`src/rtl/add_pkg.sv`:
```
// Shared definitions for the 16-bit address sequencer and its 8-bit carry-chain adder.
package add_pkg;

    // Op-select codes index the adder's LUT INIT; renumbering them means regenerating that INIT.
    localparam logic [2:0] OP_ADD01  = 3'b000;
    localparam logic [2:0] OP_ADD012 = 3'b001;
    localparam logic [2:0] OP_SUB01  = 3'b010;
    localparam logic [2:0] OP_AND01  = 3'b011;
    localparam logic [2:0] OP_OR01   = 3'b100;
    localparam logic [2:0] OP_XOR01  = 3'b101;

    localparam logic MODE_IDX = 1'b0;
    localparam logic MODE_REL = 1'b1;

    typedef enum logic [1:0] {
        IDLE = 2'd0,
        LO   = 2'd1,
        HI   = 2'd2
    } state_t;

endpackage

```
`src/rtl/add16_seq_if.sv`:
```
// Request, result and shared-adder signals of the address sequencer.
// Handshake: start is taken on a rising edge where start=1 and ready=1; done pulses for one
// cycle with result/page_cross valid, and those stay put until the next accepted start.
interface add16_seq_if;
    logic        start;
    logic        mode;
    logic [15:0] base;
    logic [7:0]  offs;
    logic        ready;
    logic        done;
    logic [15:0] result;
    logic        page_cross;
    logic        alu_req;
    logic        alu_gnt;
    logic [7:0]  add_i0;
    logic [7:0]  add_i1;
    logic [7:0]  add_i2;
    logic [2:0]  add_op;
    logic        add_ci;
    logic [7:0]  add_o;
    logic        add_co;

    modport master (
        output start, mode, base, offs, alu_req, add_o, add_co,
        input  ready, done, result, page_cross, alu_gnt,
        input  add_i0, add_i1, add_i2, add_op, add_ci
    );

    modport slave (
        input  start, mode, base, offs, alu_req, add_o, add_co,
        output ready, done, result, page_cross, alu_gnt,
        output add_i0, add_i1, add_i2, add_op, add_ci
    );
endinterface

```
`src/rtl/add16_seq.sv`:
```
// Two-pass base+offset address sequencer sharing one 8-bit adder with the microcoded ALU.
// The ALU always wins the adder; the sequencer simply holds its state while alu_req is high.
module add16_seq
    import add_pkg::*;
(
    input  logic       clk,
    input  logic       rst_n,
    add16_seq_if.slave bus,
    output state_t     o_state
);

    state_t      r_state;
    state_t      w_state_nxt;
    logic [15:0] r_base;
    logic [7:0]  r_offs;
    logic        r_mode;
    logic [7:0]  r_lo;
    logic        r_c;
    logic [15:0] r_result;
    logic        r_page_cross;
    logic        r_done;
    logic        w_sext;
    logic        w_adj;

    // A negative displacement adds 0xFF to the high byte, so its low-byte carry cancels the borrow.
    assign w_sext = (r_mode == MODE_REL) && r_offs[7];
    assign w_adj  = bus.add_co ^ w_sext;

    assign bus.ready      = (r_state == IDLE);
    assign bus.done       = r_done;
    assign bus.result     = r_result;
    assign bus.page_cross = r_page_cross;
    assign bus.alu_gnt    = bus.alu_req;
    assign o_state        = r_state;

    always_comb begin
        w_state_nxt = r_state;
        bus.add_i0  = '0;
        bus.add_i1  = '0;
        bus.add_i2  = '0;
        bus.add_op  = '0;
        bus.add_ci  = 1'b0;
        case (r_state)
            IDLE: begin
                if (bus.start) w_state_nxt = LO;
            end
            LO: begin
                bus.add_i0 = r_base[7:0];
                bus.add_i1 = r_offs;
                bus.add_op = OP_ADD01;
                if (!bus.alu_req) w_state_nxt = w_adj ? HI : IDLE;
            end
            HI: begin
                bus.add_i0 = r_base[15:8];
                bus.add_i1 = w_sext ? 8'hFF : 8'h00;
                bus.add_op = OP_ADD01;
                bus.add_ci = r_c;
                if (!bus.alu_req) w_state_nxt = IDLE;
            end
            default: w_state_nxt = IDLE;
        endcase
    end

    always_ff @(posedge clk) begin
        if (!rst_n) begin
            r_state      <= IDLE;
            r_base       <= '0;
            r_offs       <= '0;
            r_mode       <= MODE_IDX;
            r_lo         <= '0;
            r_c          <= 1'b0;
            r_result     <= '0;
            r_page_cross <= 1'b0;
            r_done       <= 1'b0;
        end else begin
            r_state <= w_state_nxt;
            r_done  <= 1'b0;
            case (r_state)
                IDLE: begin
                    if (bus.start) begin
                        r_base <= bus.base;
                        r_offs <= bus.offs;
                        r_mode <= bus.mode;
                    end
                end
                LO: begin
                    if (!bus.alu_req) begin
                        r_lo <= bus.add_o;
                        r_c  <= bus.add_co;
                        if (!w_adj) begin
                            r_result     <= {r_base[15:8], bus.add_o};
                            r_page_cross <= 1'b0;
                            r_done       <= 1'b1;
                        end
                    end
                end
                HI: begin
                    // High-byte carry out is dropped: addresses wrap modulo 2^16.
                    if (!bus.alu_req) begin
                        r_result     <= {bus.add_o, r_lo};
                        r_page_cross <= 1'b1;
                        r_done       <= 1'b1;
                    end
                end
                default: ;
            endcase
        end
    end

endmodule

```
`src/flat_wrapper.sv`:
```
// flat-port wrapper written by rule: the top's interface ports become plain ports
module add16_seq_flat import add_pkg::*;
  (clk, rst_n, o_state, bus_start, bus_mode, bus_base, bus_offs, bus_alu_req, bus_add_o, bus_add_co, bus_ready, bus_done, bus_result, bus_page_cross, bus_alu_gnt, bus_add_i0, bus_add_i1, bus_add_i2, bus_add_op, bus_add_ci);
  add16_seq_if bus_i ();
  input  logic clk;
  input  logic rst_n;
  output state_t o_state;
  input wire logic [$bits(bus_i.start)-1:0] bus_start;
  input wire logic [$bits(bus_i.mode)-1:0] bus_mode;
  input wire logic [$bits(bus_i.base)-1:0] bus_base;
  input wire logic [$bits(bus_i.offs)-1:0] bus_offs;
  input wire logic [$bits(bus_i.alu_req)-1:0] bus_alu_req;
  input wire logic [$bits(bus_i.add_o)-1:0] bus_add_o;
  input wire logic [$bits(bus_i.add_co)-1:0] bus_add_co;
  output wire logic [$bits(bus_i.ready)-1:0] bus_ready;
  output wire logic [$bits(bus_i.done)-1:0] bus_done;
  output wire logic [$bits(bus_i.result)-1:0] bus_result;
  output wire logic [$bits(bus_i.page_cross)-1:0] bus_page_cross;
  output wire logic [$bits(bus_i.alu_gnt)-1:0] bus_alu_gnt;
  output wire logic [$bits(bus_i.add_i0)-1:0] bus_add_i0;
  output wire logic [$bits(bus_i.add_i1)-1:0] bus_add_i1;
  output wire logic [$bits(bus_i.add_i2)-1:0] bus_add_i2;
  output wire logic [$bits(bus_i.add_op)-1:0] bus_add_op;
  output wire logic [$bits(bus_i.add_ci)-1:0] bus_add_ci;
  assign bus_i.start = bus_start;
  assign bus_i.mode = bus_mode;
  assign bus_i.base = bus_base;
  assign bus_i.offs = bus_offs;
  assign bus_i.alu_req = bus_alu_req;
  assign bus_i.add_o = bus_add_o;
  assign bus_i.add_co = bus_add_co;
  assign bus_ready = bus_i.ready;
  assign bus_done = bus_i.done;
  assign bus_result = bus_i.result;
  assign bus_page_cross = bus_i.page_cross;
  assign bus_alu_gnt = bus_i.alu_gnt;
  assign bus_add_i0 = bus_i.add_i0;
  assign bus_add_i1 = bus_i.add_i1;
  assign bus_add_i2 = bus_i.add_i2;
  assign bus_add_op = bus_i.add_op;
  assign bus_add_ci = bus_i.add_ci;
  add16_seq u_core (.clk(clk), .rst_n(rst_n), .bus(bus_i), .o_state(o_state));
endmodule
```
`config.mk`:
```
export PLATFORM = sky130hd
export DESIGN_NAME = add16_seq_flat
export DESIGN_NICKNAME = d
export VERILOG_FILES = /design/src/rtl/add_pkg.sv /design/src/rtl/add16_seq_if.sv /design/src/rtl/add16_seq.sv /design/src/flat_wrapper.sv
export SDC_FILE = /design/constraint.sdc
export NUM_CORES = 1
export LEC_CHECK = 0
export BUFFER_PORTS_ARGS = -buffer_cell sky130_fd_sc_hd__buf_2
export CORE_MARGIN = 5
export CORE_UTILIZATION = 50
export DETAILED_ROUTE_END_ITERATION = 16
export PLACE_DENSITY = 0.89
export SYNTH_ARGS = -nofsm -noshare
export SYNTH_HDL_FRONTEND = slang
export SYNTH_SLANG_ARGS = --single-unit
```
`constraint.sdc`:
```
create_clock -name clk -period 2.5 [get_ports clk]
set_input_delay 0.5 -clock clk [delete_from_list [all_inputs] [get_ports clk]]
set_output_delay 0.5 -clock clk [all_outputs]
set_load 0.005 [all_outputs]
```
Word level (Yosys, flattened, before mapping)
Index checks and enable logic that the tools add are counted.
Operators by class
  bitwise operators: 2
  multipliers: 0
  div/mod/pow operators: 0
  reductions and logical operators: 7
  magnitude comparators: 0
  muxes and demuxes: 21
  shift-type cells: 0
  add/subtract/negate cells: 0
  equality and inequality tests: 6
Operator list (count)
  16-bit 2-to-1 mux: 3
  16-bit case mux with 2 select lines: 1
  8-bit case mux with 2 select lines: 2
  2-bit 2-to-1 mux: 4
  8-bit 2-to-1 mux: 1
  2-bit != test (second input constant): 4
  1-bit 2-to-1 mux: 7
  2-bit case mux with 3 select lines: 1
  1-bit case mux with 2 select lines: 2
  2-bit AND reduction: 2
  4-bit AND reduction: 1
  3-bit AND reduction: 1
  2-bit by 1-bit == test with 1-bit output (second input constant): 1
  2-bit == test (second input constant): 1
  2-bit logical NOT: 1
  2-bit nonzero test: 1
  1-bit logical AND: 1
  1-bit NOT: 1
  1-bit bitwise XOR: 1
Word-level totals
  latch bits: 0
  ROM bits: 0
  bits in writable memories: 0
  logic and storage cells: 45
  memories kept: 0
  output and inout port bits: 50
  register bits: 54

Logic depth before layout (Yosys ltp)
  word-level depth: 5
  depth in mapped cells: 8
  gate-level depth less buffers: 6

Least setup slack after synthesis
Ideal clock, no wire load.
  kind: reg-to-output
  start: register u_core.r_state[0], in the netlist u_core.o_state[0]
  end: output port bus_add_i1[0]
  buffers on the path: 2
  data required time: 2.000 ns
  stages on the path, launching flop included: 7
  setup slack: 0.481 ns
  arrival: 1.519 ns
  cell sequence: dfxtp_1 inv_1 ha_1 clkbuf_1 clkbuf_1 nand3_1 a21boi_0
On the way
  word-level cells in the longest chain between the ends: 2
  elaborated cells on any way between the ends: 3
  those cells by class: eq/ne: 2; mux: 1
Ends and longest elaborated chain
  start: declaration: RTL line add16_seq.sv:12  | state_t r_state;
  start signal: assignment: RTL line add16_seq.sv:76  | r_state <= w_state_nxt;
  2-bit == test or 2-bit by 1-bit == test with 1-bit output (tied branches): RTL line add16_seq.sv:43  | case (r_state)
  8-bit case mux with 2 select lines (*): RTL line add16_seq.sv:43
  end: declaration: RTL line flat_wrapper.sv:21  | output wire logic [$bits(bus_i.add_i1)-1:0] bus_add_i1;
Mark *: on every way between the ends. The rest lies on a longest branch, timed or not.

Worst setup path after layout
  start: register u_core.r_state[0], in the netlist u_core.o_state[0]
  end: output port bus_add_i1[1]
Same word-level chain as after synthesis.

==> impl_metrics.yaml <==
worst_setup_path:
  ff2ff_path_depth: 7
  ff2ff_setup_slack_ns: 0.60
  crit_type: "reg2out"
  crit_fanout: 16
  cp_data_arrival_time_ns: 1.81
  worstSetupEndpointType: "output pin"
  cp_cell_sequence: "inv_1 -> ha_2 -> nand3_1 -> a21boi_0 -> buf_2"
  crit_family: "adder cells"
  timing.rr.start: "u_core.o_state[0]$_SDFFE_PN0P_"
  required_ns: 2.00
  crit_path_top_delay_cell: "ha_2"
  path_buf_inv: 2
  cp-start-kind: "flop"
  cpPeakStageDelay_ns: 0.38
  timing.rr.end: "u_core.bus.result[5]$_SDFFE_PN0P_"
hold_path:
  hp-start: "bus_offs[0]"
  min_path_cells: 3
  holdPathEnd: "u_core.r_offs[0]$_SDFFE_PN0P_"
  hp-class: "in2reg"
routing:
  routed_wl_mm: 6.29
  drtIter0Drc: 133
  ant_nets: 0
  drt-wirelength-per-cell_um: 13.7
  drtPass1Iterations: 4
  drc: 0
  via_count: 2383
  vias_per_cell: 5.19
clocking:
  clkSinkCount: 54
  clk_latency_ns: 0.31
  cts-hold-fix-buffers: 0
  h-tree-depth: 2
  cts_buffer_depth: 2
  clk_pin_slew_ns: 0.09
  cts_tree: "done"
  numCtsBuffers: 5
  cts-root-buf: "clkbuf_8"
timing:
  report.final.slew_viol_count: 0
  fmax_mhz: 434
  setup-tns-final_ns: 0
  final_hold_viol_count: 0
  slew-limit-headroom_pct: 49.5
  rsz0062_at_grt: "no"
  fin_skew_ns: 0.00574
  finalSetupViolations: 0
  min_period_ns: 2.31
  min_period_over_period_pct: 92.2
  tightest_slew_ns: 0.756
yosys:
  syn-instance-count: 325
  synth_seq_cells: 54
  ys_warn_count: 0
  syn_area_per_cell_um2: 8.21
  ys_seq_area_share_pct: 40.5
  synth_cell_types: 29
  syn_area_mm2: 0.00267
place:
  dpl.hpwl_mm: 4.69
  gp_congestion: 0.797
  portBuffers: 76
pwr:
  max-vdd-ir-drop_v: 0.000374
  total_power_w: 0.00193
  power_density_mw_per_mm2: 619
  p_leak_nw: 1.48
floorplanning:
  core_area_mm2: 0.00514
  num_io_pins: 88
  die_area_mm2: 0.00690
  start_util_pct: 51.9
  die_h_um: 83.1
  floorplan.rows: 26
  die_w_um: 83.1
finish:
  utilization_pct: 60.6
  drive_gt1_share_pct: 23.7
  num_antenna_cells: 0
  syn_to_final_growth_pct: 16.7
  nNetsFinal: 431
grt:
  grt_max_degree: 39
  antenna_found_initial: 0
  grt_pass1_wl_mm: 10.3
  grt_overflow_total: 0
  grt_pass1_vias: 2211
  gr-usage-all-layers_pct: 17.9
outcome:
  status: "finished clean"
job:
  maxCapViolCount: 0
## cell usage in the layout (no fill, tap or decap), types with 8 or more instances in the layout
master	instances
o211a_1	16
and2_1	10
dfxtp_1	54
buf_2	76
conb_1	11
a22oi_1	8
nor2b_1	18
a21boi_0	42
nand2_1	97
a211oi_1	17
## worst reg2reg max path, cell delays in order (launching register included)
cell and delay (ns):
dfxtp_1 0.34, inv_1 0.12, ha_2 0.38, buf_4 0.22, clkinv_1 0.24, a211oi_1 0.29, nand2_1 0.09, o211a_1 0.12
## per-stage QoR
step                setup slack [ns]  hold WS (ns)  area, um^2  std cells
global route                  0.0494         0.427        3110        459
finish                         0.194         0.436        3110        459
detailed placement             0.356         0.453        3030        452
floorplan                      0.481         0.439        2710        335
CTS                            0.191         0.429        3110        459
global placement               0.479         0.445        3030        452
## cells in the mapped netlist
library cell,count,area [um^2]
nand2_1,97,364
dfxtp_1,54,1080
a21boi_0,42,315
clkbuf_1,21,78.8
nor2b_1,18,113
a211oi_1,17,128
o211a_1,16,160
buf_4,12,90.1
and2_1,10,62.6
a22oi_1,8,60.1
ha_1,4,50.1
inv_1,4,15.0
o21ai_0,3,15.0
buf_6,2,22.5
nand3_1,2,10.0
nor2_1,2,7.51
a221o_1,1,10.0
a221oi_1,1,8.76
and4_1,1,8.76
buf_1,1,3.75
clkinv_1,1,3.75
conb_1,1,3.75
inv_2,1,3.75
mux2i_1,1,10.0
nand2b_1,1,6.26
nor2b_4,1,13.8
o21bai_1,1,7.51
o31ai_1,1,7.51
xor2_1,1,8.76
## metal layers
| metal | wire (um) | global-route usage (%) | vias up | share of wire, % |
|---|---|---|---|---|
| met5 | 0 | 0 | - | 0 |
| met1 | 2680 | 22.0 | 1085 | 43 |
| met4 | 125 | 7.43 | 0 | 2.0 |
| met3 | 529 | 5.74 | 11 | 8.4 |
| li1 | - | - | 1200 | - |
| met2 | 2950 | 28.6 | 87 | 47 |
## power breakdown
| part | leakage, nW | internal [W] | switching [W] |
|---|---|---|---|
| logic | 1.01 | 0.000201 | 0.000275 |
| registers | 0.441 | 0.000942 | 0.0000471 |
| clock network | 0.0373 | 0.000193 | 0.000269 |
## registers in the layout, summed over array words and instances, names as in the netlist
register / cells
u_core.r_lo: 8
u_core.bus.page_cross: 1
u_core.r_mode: 1
u_core.o_state: 2
u_core.bus.done: 1
u_core.r_offs: 8
u_core.bus.result: 16
u_core.r_c: 1
u_core.r_base: 16
## final cells by class
class,count,area (um^2)
inverters,6,22.5
flip-flops and latches,54,1080
fillers,475,2030
clock buffers,6,72.6
multi-input cells,239,1410
well taps,70,87.6
repair buffers,83,433
clock inverters,1,7.51
## cell families (layout without fill, tap and decap cells)
| logic type | count (synthesis) | count (layout) | synth area share, % |
|---|---|---|---|
| other | 1 | 11 | 0.141 |
| multiplexers | 1 | 1 | 0.375 |
| AO/OA/AOI/OAI | 90 | 90 | 26.7 |
| flip-flops | 54 | 54 | 40.5 |
| buffers and inverters | 42 | 96 | 8.16 |
| adder cells (fa/ha/maj) | 4 | 4 | 1.88 |
| AND/OR/NAND/NOR | 132 | 132 | 21.9 |
| XOR/XNOR | 1 | 1 | 0.328 |
## worst max path at each step
stage                                    from       endpoint  cells after the start
2_1_floorplan  u_core.o_state[0]$_SDFFE_PN0P_  bus_add_i1[0]                      6
3_3_place_gp   u_core.o_state[0]$_SDFFE_PN0P_  bus_add_i1[5]                      5
3_5_place_dp   u_core.o_state[0]$_SDFFE_PN0P_  bus_add_i1[4]                      5
4_1_cts        u_core.o_state[0]$_SDFFE_PN0P_  bus_add_i1[4]                      5
5_1_grt        u_core.o_state[0]$_SDFFE_PN0P_  bus_add_i1[4]                      5
6_report       u_core.o_state[0]$_SDFFE_PN0P_  bus_add_i1[1]                      5
## timing repair
action,CTS,global route
setup buffers,0,0
gates resized for setup,1,0
endpoints found under the setup margin,3,0
Power figures use the tool's default switching activity.
